### config.mk
export PLATFORM = sky130hd
export DESIGN_NAME = base_wrr_arb
export DESIGN_NICKNAME = d
export VERILOG_FILES = /design/src/rtl/base_wrr_arb.sv
export SDC_FILE = /design/constraint.sdc
export NUM_CORES = 1
export LEC_CHECK = 0
export ABC_AREA = 1
export ABC_CLOCK_PERIOD_IN_PS = 2400
export CORE_MARGIN = 5
export CORE_UTILIZATION = 27
export DETAILED_ROUTE_END_ITERATION = 16
export SLEW_MARGIN = 20
export SYNTH_ARGS = -nofsm -noshare
export SYNTH_HDL_FRONTEND = slang
export SYNTH_SLANG_ARGS = --single-unit
export TNS_END_PERCENT = 100
### constraint.sdc
create_clock -name clk -period 2.4 [get_ports clk]
set_clock_uncertainty 0.1 [all_clocks]
set_input_delay 0.36 -clock clk [delete_from_list [all_inputs] [get_ports clk]]
set_output_delay 0.36 -clock clk [all_outputs]
set_load 0.01 [all_outputs]
### src/rtl/base_wrr_arb.sv
// Weighted round-robin arbiter with packet-hold locking and a two-entry
// registered output stage that keeps i_r free of any path from o_r.
module base_wrr_arb #(
    parameter int unsigned width    = 1,
    parameter int unsigned ways     = 2,
    parameter int unsigned wt_width = 4
) (
    input  logic                      clk,
    input  logic                      reset,
    input  logic [ways-1:0]           i_v,
    output logic [ways-1:0]           i_r,
    input  logic [ways-1:0]           i_h,
    input  logic [ways*width-1:0]     i_d,
    input  logic [ways*wt_width-1:0]  i_wt,
    input  logic                      o_r,
    output logic                      o_v,
    output logic                      o_h,
    output logic [ways-1:0]           o_s,
    output logic [width-1:0]          o_d
);

    localparam int unsigned PTR_W = (ways > 1) ? $clog2(ways) : 1;

    typedef struct packed {
        logic             h;
        logic [width-1:0] d;
        logic [ways-1:0]  s;
    } beat_t;

    logic [PTR_W-1:0]    ptr_q, ptr_d;
    logic [wt_width-1:0] cnt_q, cnt_d;
    logic                lock_q, lock_d;
    logic [PTR_W-1:0]    lock_w_q, lock_w_d;
    logic                main_v_q, main_v_d;
    beat_t               main_q, main_d;
    logic                skid_v_q, skid_v_d;
    beat_t               skid_q, skid_d;

    logic [width-1:0]    d_a  [ways];
    logic [wt_width-1:0] wt_a [ways];

    // Way 0 sits in the MSBs of the packed data and weight buses.
    for (genvar g = 0; g < ways; g++) begin : g_way
        assign d_a[g]  = i_d[(ways-1-g)*width +: width];
        assign wt_a[g] = i_wt[(ways-1-g)*wt_width +: wt_width];
    end

    logic             win_v;
    logic [PTR_W-1:0] win_w;
    logic [PTR_W-1:0] cand;
    int unsigned      scan_j;

    // Scan descending so the nearest way after ptr is the last to overwrite.
    always_comb begin
        win_v  = 1'b0;
        win_w  = ptr_q;
        cand   = ptr_q;
        scan_j = 0;
        if (lock_q) begin
            win_v = i_v[lock_w_q];
            win_w = lock_w_q;
        end else if (cnt_q != '0 && i_v[ptr_q]) begin
            win_v = 1'b1;
            win_w = ptr_q;
        end else begin
            for (int unsigned k = ways; k >= 1; k--) begin
                scan_j = 32'(ptr_q) + k;
                if (scan_j >= ways) scan_j = scan_j - ways;
                cand = PTR_W'(scan_j);
                if (i_v[cand]) begin
                    win_v = 1'b1;
                    win_w = cand;
                end
            end
        end
    end

    logic [ways-1:0] win_oh;
    logic            acc_rdy, accept, pop;
    beat_t           in_beat;

    always_comb begin
        win_oh        = '0;
        win_oh[win_w] = 1'b1;
    end

    assign acc_rdy   = ~skid_v_q;
    assign accept    = win_v & acc_rdy & ~reset;
    assign pop       = main_v_q & o_r;
    assign i_r       = win_oh & {ways{accept}};
    assign in_beat.h = i_h[win_w];
    assign in_beat.d = d_a[win_w];
    assign in_beat.s = win_oh;

    always_comb begin
        ptr_d    = ptr_q;
        cnt_d    = cnt_q;
        lock_d   = lock_q;
        lock_w_d = lock_w_q;
        main_v_d = main_v_q;
        main_d   = main_q;
        skid_v_d = skid_v_q;
        skid_d   = skid_q;
        if (pop) begin
            main_v_d = skid_v_q;
            if (skid_v_q) main_d = skid_q;
            skid_v_d = 1'b0;
        end
        if (accept) begin
            if (main_v_d) begin
                skid_v_d = 1'b1;
                skid_d   = in_beat;
            end else begin
                main_v_d = 1'b1;
                main_d   = in_beat;
            end
            // Quantum bookkeeping happens only at packet ends.
            if (in_beat.h) begin
                lock_d   = 1'b1;
                lock_w_d = win_w;
            end else begin
                lock_d = 1'b0;
                if (win_w == ptr_q && cnt_q != '0) begin
                    cnt_d = cnt_q - wt_width'(1);
                end else begin
                    ptr_d = win_w;
                    cnt_d = wt_a[win_w];
                end
            end
        end
    end

    always_ff @(posedge clk) begin
        if (reset) begin
            ptr_q    <= PTR_W'(ways - 1);
            cnt_q    <= '0;
            lock_q   <= 1'b0;
            lock_w_q <= '0;
            main_v_q <= 1'b0;
            main_q   <= '0;
            skid_v_q <= 1'b0;
            skid_q   <= '0;
        end else begin
            ptr_q    <= ptr_d;
            cnt_q    <= cnt_d;
            lock_q   <= lock_d;
            lock_w_q <= lock_w_d;
            main_v_q <= main_v_d;
            main_q   <= main_d;
            skid_v_q <= skid_v_d;
            skid_q   <= skid_d;
        end
    end

    assign o_v = main_v_q;
    assign o_h = main_q.h;
    assign o_d = main_q.d;
    assign o_s = main_q.s;

endmodule

# Yosys cells after proc, flatten, opt, wreduce, memory -nomap -nowiden
# Index checks and enable logic that the tools add are counted.
[totals]
register_bits = 17
input_bits = 17
[classes]
mux = 43
magnitude_cmp = 9
reduce_logical = 8
n_eq_ne = 1
n_bitwise = 9
add_sub_neg = 5
[op_table]
columns = ["operator", "count"]
rows = [
  ["$mux W1", 34],
  ["$mux W4", 8],
  ["$lt A1 B2 Y1 const B", 5],
  ["$reduce_and A2 Y1", 3],
  ["$ge A2 B2 Y1 const B", 2],
  ["$not A1 Y1", 4],
  ["$reduce_bool A4 Y1", 1],
  ["$sub A4 B1 Y4 const B", 1],
  ["$add A1 B2 Y3 const B", 1],
  ["$and A1 B1 Y1", 3],
  ["$ge A3 B2 Y1 const B", 1],
  ["$logic_and A1 B1 Y1", 3],
  ["$reduce_and A3 Y1", 1],
  ["$add A1 B1 Y2 const B", 1],
  ["$and A2 B2 Y2", 1],
  ["$not A1 Y2", 1],
  ["$sub A1 B1 Y1 const B", 2],
  ["$demux W1 S1", 1],
  ["$eq A1 B1 Y1", 1],
  ["$ge A1 B1 Y1 const B", 1],
]

# Longest topological paths before layout
# Gate-level depths: netlist (run 1).
[logic_depth]
ltp_word = 17
mapped_depth = 15

# Worst setup path before layout (run 1)
# Ideal clock, no wire load.
[synth_timing]
path_type = "reg-to-output"
from = "reg cnt_q[0]"
to = "out i_r[0]"
required_time_ns = 1.940
path_buffers = 1
arrival_ns = 1.306
setup_slack_ns = 0.634
stages_incl_launch_ff = 10
path_cell_list = "dfxtp_1 > inv_1 > ha_1 > nand2_1 > a21oi_1 > nand2_2 > nand2_2 > buf_6 > inv_2 > nor2_2"
[synth_between]
elab_chain_cells = 9
word_cells_on_any_way = 14
classes_between = "order compare (2); mux (6); bitwise (3); reduce/logical (3)"
[synth_lines]
columns = ["item", "line_no", "text"]
rows = [
  ["start, declared", "31", "logic [wt_width-1:0] cnt_q, cnt_d;"],
  ["start signal, assigned", "145", "cnt_q <= cnt_d;"],
  ["$reduce_bool A4 Y1 (*)", "62", "end else if (cnt_q != '0 && i_v[ptr_q]) begin"],
  ["$logic_and A1 B1 Y1 (*)", "62", ""],
  ["$mux W1", "62", ""],
  ["$mux W1", "59", "if (lock_q) begin"],
  ["$lt A1 B2 Y1 (implied by the code) or $ge A1 B1 Y1 (tied branches)", "84", "win_oh[win_w] = 1'b1;"],
  ["$logic_and A1 B1 Y1 (implied by the code)", "84", ""],
  ["$mux W1 (implied by the code)", "84", ""],
  ["$demux W1 S1", "84", ""],
  ["$and A2 B2 Y2 (*)", "90", "assign i_r = win_oh & {ways{accept}};"],
  ["end, declared", "11", "output logic [ways-1:0] i_r,"],
]
# Mark *: on every way between the ends. The rest lies on a longest branch, timed or not.

# Final worst setup path (run 1)
# Same ends and word-level chain as after synthesis.

==> results of run 1 <==
cells in the mapped netlist:
master	number	share of area
nand2_2	3	0.020
nand4_1	3	0.020
o21a_1	1	0.0078
nand3_2	1	0.010
ha_1	1	0.013
buf_6	1	0.012
nor2_2	1	0.0065
o21ai_0	8	0.042
mux2_2	1	0.012
nor2_1	5	0.020
inv_2	1	0.0039
dfxtp_1	17	0.35
a21oi_1	7	0.036
clkbuf_1	1	0.0039
inv_1	23	0.090
o31ai_1	2	0.016
nand3_1	13	0.068
nand3b_1	1	0.0078
nand2_1	55	0.21
o311ai_0	3	0.027
xnor2_1	2	0.018
final cells by class:
type	count	area, µm²
fillers	349	2050
multi-input cells	107	517
flip-flops and latches	17	340
clock buffers	3	22.5
well taps	46	57.6
inverters	24	90.1
repair buffers	33	304
clock inverters	1	5.00
kinds of logic after synthesis:
family | count (synthesis) | share of synthesized area
adders and majority gates | 1 | 0.0130
DFF | 17 | 0.354
muxes | 1 | 0.0117
xor gates and xnor gates | 2 | 0.0182
and+or+nand+nor | 82 | 0.365
buffers and inverters | 26 | 0.109
AOI/OAI and AO/OA | 21 | 0.129
critical path: stages (launching register included):
cell and delay [ns]:
dfxtp_1 0.31, inv_1 0.10, ha_1 0.20, nand2_1 0.10, a21oi_1 0.16, nand2_2 0.07
nand2_2 0.10, inv_2 0.05, nor2_2 0.10, clkdlybuf4s15_1 0.25
routing by layer:
| layer | GRT usage | share of wire | vias to the layer above |
|---|---|---|---|
| met3 | 0.0290 | 0.063 | 4 |
| met1 | 0.130 | 0.51 | 422 |
| li1 | - | - | 549 |
| met4 | 0.0383 | 0.013 | 0 |
| met5 | 0 | 0 | - |
| met2 | 0.156 | 0.41 | 26 |
layout by cell type (no fill, tap or decap):
cell type and count:
a21oi_1 7, buf_4 10, clkbuf_4 3, clkdlybuf4s15_1 1
clkdlybuf4s50_1 21, clkinv_2 1, dfxtp_1 17, dlygate4sd2_1 1
ha_1 1, inv_1 23, inv_2 1, mux2_2 1
nand2_1 55, nand2_2 3, nand3_1 13, nand3_2 1
nand3b_1 1, nand4_1 3, nor2_1 5, nor2_2 1
o21a_1 1, o21ai_0 8, o311ai_0 3, o31ai_1 2
xnor2_1 2
worst min path at each step:
stage	to	from
2_1_floorplan	skid_q[0]$_SDFFE_PP0P_	skid_q[0]$_SDFFE_PP0P_
3_3_place_gp	lock_w_q$_SDFFE_PP0P_	lock_w_q$_SDFFE_PP0P_
3_5_place_dp	lock_w_q$_SDFFE_PP0P_	lock_w_q$_SDFFE_PP0P_
4_1_cts	lock_w_q$_SDFFE_PP0P_	lock_w_q$_SDFFE_PP0P_
5_1_grt	lock_w_q$_SDFFE_PP0P_	lock_w_q$_SDFFE_PP0P_
6_report	lock_w_q$_SDFFE_PP0P_	lock_w_q$_SDFFE_PP0P_
flip-flops by register name, summed over array words and instances, names as in the netlist:
signal	cells
skid_q	4
lock_q	1
o_h	1
o_d	1
lock_w_q	1
o_s	2
skid_v_q	1
o_v	1
cnt_q	4
ptr_q	1
through the flow:
stage          power, mW  utilization  TNS [ns]  area [µm²]
3_5_place_dp        1.30        0.386   -0.0643        1310
2_1_floorplan      0.987            -         0         962
3_3_place_gp        1.30        0.386   -0.0555        1310
6_report            1.43        0.394         0        1340
4_1_cts             1.45        0.394         0        1340
5_1_grt             1.60        0.394         0        1340
power by group:
group / total [mW] / switching [mW] / internal [mW]
clock: 0.153 / 0.0909 / 0.0620
sequential: 0.405 / 0.0451 / 0.360
combinational: 0.876 / 0.488 / 0.387
==> out/results.txt, run 1 <==
global-route total usage across every layer: 0.100
# H-tree levels: 1
I/O pins: 24
post-CTS setup repair buffer count: 0
Overflow after GRT: 0
Hold Path Stages: 2
Post-Syn Area: 962 µm²
crit path launch type: flop
CTS max path bufs: 2
Clock Sinks: 17
DRT iter0 DRCs: 58
Crit Path Category: flop to primary output
Post-Layout Cell Count: 231
antenna fix cells: 0
Worst slew margin: 0.816
status: completed
achievable frequency: 0.454 GHz
DR vias/cell: 4.33
R2R Setup Slk: 0.42 ns
Worst VDD drop: 0.488 mV
post-synthesis sequential area ratio: 0.354
gpl congestion: 0.816
post-DP HPWL: 1850 µm
hold_ws: 0.367 ns
Worst Setup End Kind: primary output
drt total wl: 2320 µm
clock root cell: clkbuf_4
first-pass GRT wire length: 4080 µm
Vias: 1001
die area: 4860 µm²
Core ar.: 3390 µm²
Power Density: 1070 nW/µm²
Crit. Startpoint: cnt_q[0]$_SDFFE_PP0P_
Yosys Warn Count: 0
Die Height: 69.7 µm
row cnt: 21
worst hold path type: flop to flop
RR Startpoint: cnt_q[0]$_SDFFE_PP0P_
TritonCTS clock tree: built
Placement Setup Slack: -0.0464 ns
Syn Area/Cell: 6.41 µm²
antenna violations before repair: 0
net count reported at finish: 204
Clock Latency Late Sink: 0.29 ns
CP Data Required Time: 1.94 ns
First-pass DRT Iterations: 4
port bufs: 23
Setup WS post-layout: 0.199 ns
post-synth cell types: 21
CP endpoint: i_r[0]
max-cap viol count: 0
worst-margin pin slew: 0.272 ns
end of the worst register-to-register path: cnt_q[0]$_SDFFE_PP0P_
maximum fanout along the worst path: 4
pins over their slew limit: 0
hold buffers post-CTS: 0
via count of the first global-routing pass: 943
WL/cell: 10.0 µm
share of post-route cells with drive strength above 1: 0.114
die width: 69.7 µm
FF-to-FF path depth: 14
Tcrit/Tclk final: 0.917
RSZ-0062 raised after global routing: no
Post-DRT Antenna Nets: 0
Cells after DPL: 227
Final Hold Fails: 0
post-layout minimum cycle time: 2.20 ns
post-CTS resize count: 2
largest net degree at the start of global routing: 13
Area Overhead vs Synth: 38.9%
Clock transition at path regs: 0.10 ns
Post-Synthesis Cells: 150
Initial Util: 0.284
crit path DAT: 1.74 ns
Leakage: 0.659 nW
syn nets: 168
synthesized flop and latch total: 17
Post-route DRC: 0
setup violators final: 0
TritonCTS buffer count: 3
Power figures use the tool's default switching activity.
==> run 2, diff against run 1 <==
CORE_UTILIZATION = 30   (was 27)
CTS_CLUSTER_DIAMETER = 50   (was not set)
==> run 2 against run 1 <==
Effect of this change:
- count of clock-buffer cells in the layout stayed put
- combinational power decreased by 1%
- first-iteration DRC count decreased by 41%
- core utilization rose by 3.9 points
- critical path type unchanged
- largest power group unchanged
==> out/results.txt, run 2 (same netlist as run 1, synthesis figures left out) <==
Worst VDD drop: 0.455 mV (was 0.488 mV)
antenna violations before repair: 0 (unchanged)
hold buffers post-CTS: 0 (unchanged)
area of placed instances: 1290 µm² (was 1310 µm²)
most frequent CP cell: nand2_1 (was nand2_2)
I/O pins: 24 (unchanged)
Overflow after GRT: 0 (unchanged)
Die Height: 66.6 µm (was 69.7 µm)
Post-route DRC: 0 (unchanged)
CP Buf/Inv Count: 3 (unchanged)
Leakage: 0.652 nW (was 0.659 nW)
achievable frequency: 0.452 GHz (was 0.454 GHz)
status: completed (unchanged)
First-pass DRT Iterations: 4 (unchanged)
Worst Setup End Kind: primary output (unchanged)
worst hold path type: flop to flop (unchanged)
first-pass GRT wire length: 4280 µm (was 4080 µm)
Crit Path Category: flop to primary output (unchanged)
maximum fanout along the worst path: 4 (unchanged)
TritonCTS clock tree: built (unchanged)
clock root cell: clkbuf_4 (unchanged)
Final Hold Fails: 0 (unchanged)
most common cell after layout, fill and taps aside: nand2_1 (unchanged)
total power: 1.43 mW (about the same)
Setup WS post-layout: 0.187 ns (was 0.199 ns)
WL/cell: 10.6 µm (was 10.0 µm)
delay-heaviest family, CP: simple AND/OR/NAND/NOR gates (was buffers and inverters)
pins over their slew limit: 0 (unchanged)
gpl congestion: 0.772 (was 0.816)
antenna fix cells: 0 (unchanged)
post-CTS setup repair buffer count: 0 (unchanged)
critical path, cell by cell: inv_1 -> ha_1 -> nand2_1 -> nand2_1 -> nand2_1 -> nand2_2 -> nand2_2 -> inv_2 -> nor2_2 -> dlygate4sd2_1 (was inv_1 -> ha_1 -> nand2_1 -> a21oi_1 -> nand2_2 -> nand2_2 -> inv_2 -> nor2_2 -> clkdlybuf4s15_1)
Clock Sinks: 17 (unchanged)
Area Overhead vs Synth: 37.3% (was 38.9%)
drt total wl: 2400 µm (was 2320 µm)
RSZ-0062 raised after global routing: no (unchanged)
Tcrit/Tclk final: 0.922 (was 0.917)
crit path launch type: flop (unchanged)
largest net degree at the start of global routing: 13 (unchanged)
via count of the first global-routing pass: 1057 (was 943)
Clock Latency Late Sink: 0.29 ns (about the same)
Clock transition at path regs: 0.10 ns (about the same)
post-route setup TNS: 0 ns (unchanged)
net count reported at finish: 202 (was 204)
setup violators final: 0 (unchanged)
post-layout minimum cycle time: 2.21 ns (was 2.20 ns)
CP peak stage delay: 0.32 ns (was 0.31 ns)
max-cap viol count: 0 (unchanged)
worst-margin pin slew: 0.293 ns (was 0.272 ns)
Final Util: 0.433 (was 0.394)
hold_ws: 0.365 ns (was 0.367 ns)
crit path DAT: 1.75 ns (was 1.74 ns)
CP Data Required Time: 1.94 ns (about the same)
DR vias/cell: 4.46 (was 4.33)
row cnt: 20 (was 21)
Cells after DPL: 223 (was 227)
port bufs: 23 (unchanged)
global-route total usage across every layer: 0.119 (was 0.100)
TritonCTS buffer count: 3 (unchanged)
die width: 66.6 µm (was 69.7 µm)
Placement Setup Slack: -0.0448 ns (was -0.0464 ns)
Post-Layout Cell Count: 227 (was 231)
CTS max path bufs: 2 (unchanged)
Vias: 1012 (was 1001)
Core ar.: 3050 µm² (was 3390 µm²)
Post-DRT Antenna Nets: 0 (unchanged)
post-route cell area: 1320 µm² (was 1340 µm²)
Initial Util: 0.315 (was 0.284)
# H-tree levels: 1 (unchanged)
CP max-delay cell: dfxtp_1 (unchanged)
share of post-route cells with drive strength above 1: 0.109 (was 0.114)
DRT iter0 DRCs: 34 (was 58)
die area: 4440 µm² (was 4860 µm²)
# fillers: 360 (was 349)
Worst slew margin: 0.802 (was 0.816)
post-DP HPWL: 1880 µm (was 1850 µm)
Power Density: 1080 nW/µm² (was 1070 nW/µm²)
commonest cells after routing, fill and taps aside: nand2_1, inv_1, clkdlybuf4s50_1 (unchanged)
==> run 2: changes by cell type in the layout (fill, tap and decap cells not counted), sizes merged <==
| cell | change |
|---|---|
| dlygate4sd2 | +1 |
| buf | -2 |
| clkdlybuf4s15 | -1 |
==> run 2: what timing repair did <==
item,4_1_cts,5_1_grt
endpoints found under the setup margin,2,1
cloned,0,0
resized for setup,2,1
==> run 2: final cells by class <==
cell class              count  area (µm²)  share of cell area
clock inverters             1        5.00             0.00379
multi-input cells         107         520               0.394
clock buffers               3        22.5              0.0170
inverters                  24        90.1              0.0682
repair buffers             31         288               0.218
well taps                  44        55.1              0.0417
flip-flops and latches     17         340               0.258
==> run 2: path summary, 6_finish.rpt <==
path              slack (ns)                    end                   from  cells after the start
setup / recovery        0.19                 i_r[0]  cnt_q[0]$_SDFFE_PP0P_                     10
hold / removal          0.37  lock_w_q$_SDFFE_PP0P_  lock_w_q$_SDFFE_PP0P_                      2
setup reg to reg        0.41  cnt_q[1]$_SDFFE_PP0P_  cnt_q[0]$_SDFFE_PP0P_                     14
hold reg to reg         0.37  lock_w_q$_SDFFE_PP0P_  lock_w_q$_SDFFE_PP0P_                      2
==> run 2: layer usage <==
| metal | part of all wire | wire length (µm) | global-route usage | vias up |
|---|---|---|---|---|
| li1 | - | - | - | 544 |
| met1 | 0.50 | 1190 | 0.149 | 445 |
| met2 | 0.45 | 1070 | 0.204 | 23 |
| met3 | 0.056 | 135 | 0.0253 | 0 |
| met4 | 0 | 0 | 0.0305 | 0 |
| met5 | 0 | 0 | 0 | - |
==> run 2: report_power, final <==
| group | total (mW) | internal, mW | switching (mW) |
|---|---|---|---|
| registers | 0.409 | 0.360 | 0.0483 |
| clock network | 0.154 | 0.0620 | 0.0924 |
| logic | 0.866 | 0.385 | 0.481 |
==> run 2: worst reg2reg max path: stages, from the launching register on <==
cell,delay [ns]
dfxtp_1,0.31
inv_1,0.10
ha_1,0.20
nand2_1,0.11
nand2_1,0.08
nand2_1,0.06
nand2_2,0.08
nand2_2,0.08
buf_4,0.17
nand2_1,0.09
nand3_1,0.18
inv_1,0.16
nand3_1,0.09
nand2_1,0.06
inv_1,0.04
==> run 3, diff against run 2 <==
SKIP_LAST_GASP = 1   (was not set)
==> results of run 3 <==
Same layout as run 2: the final DEF is identical, and so are final timing and power.
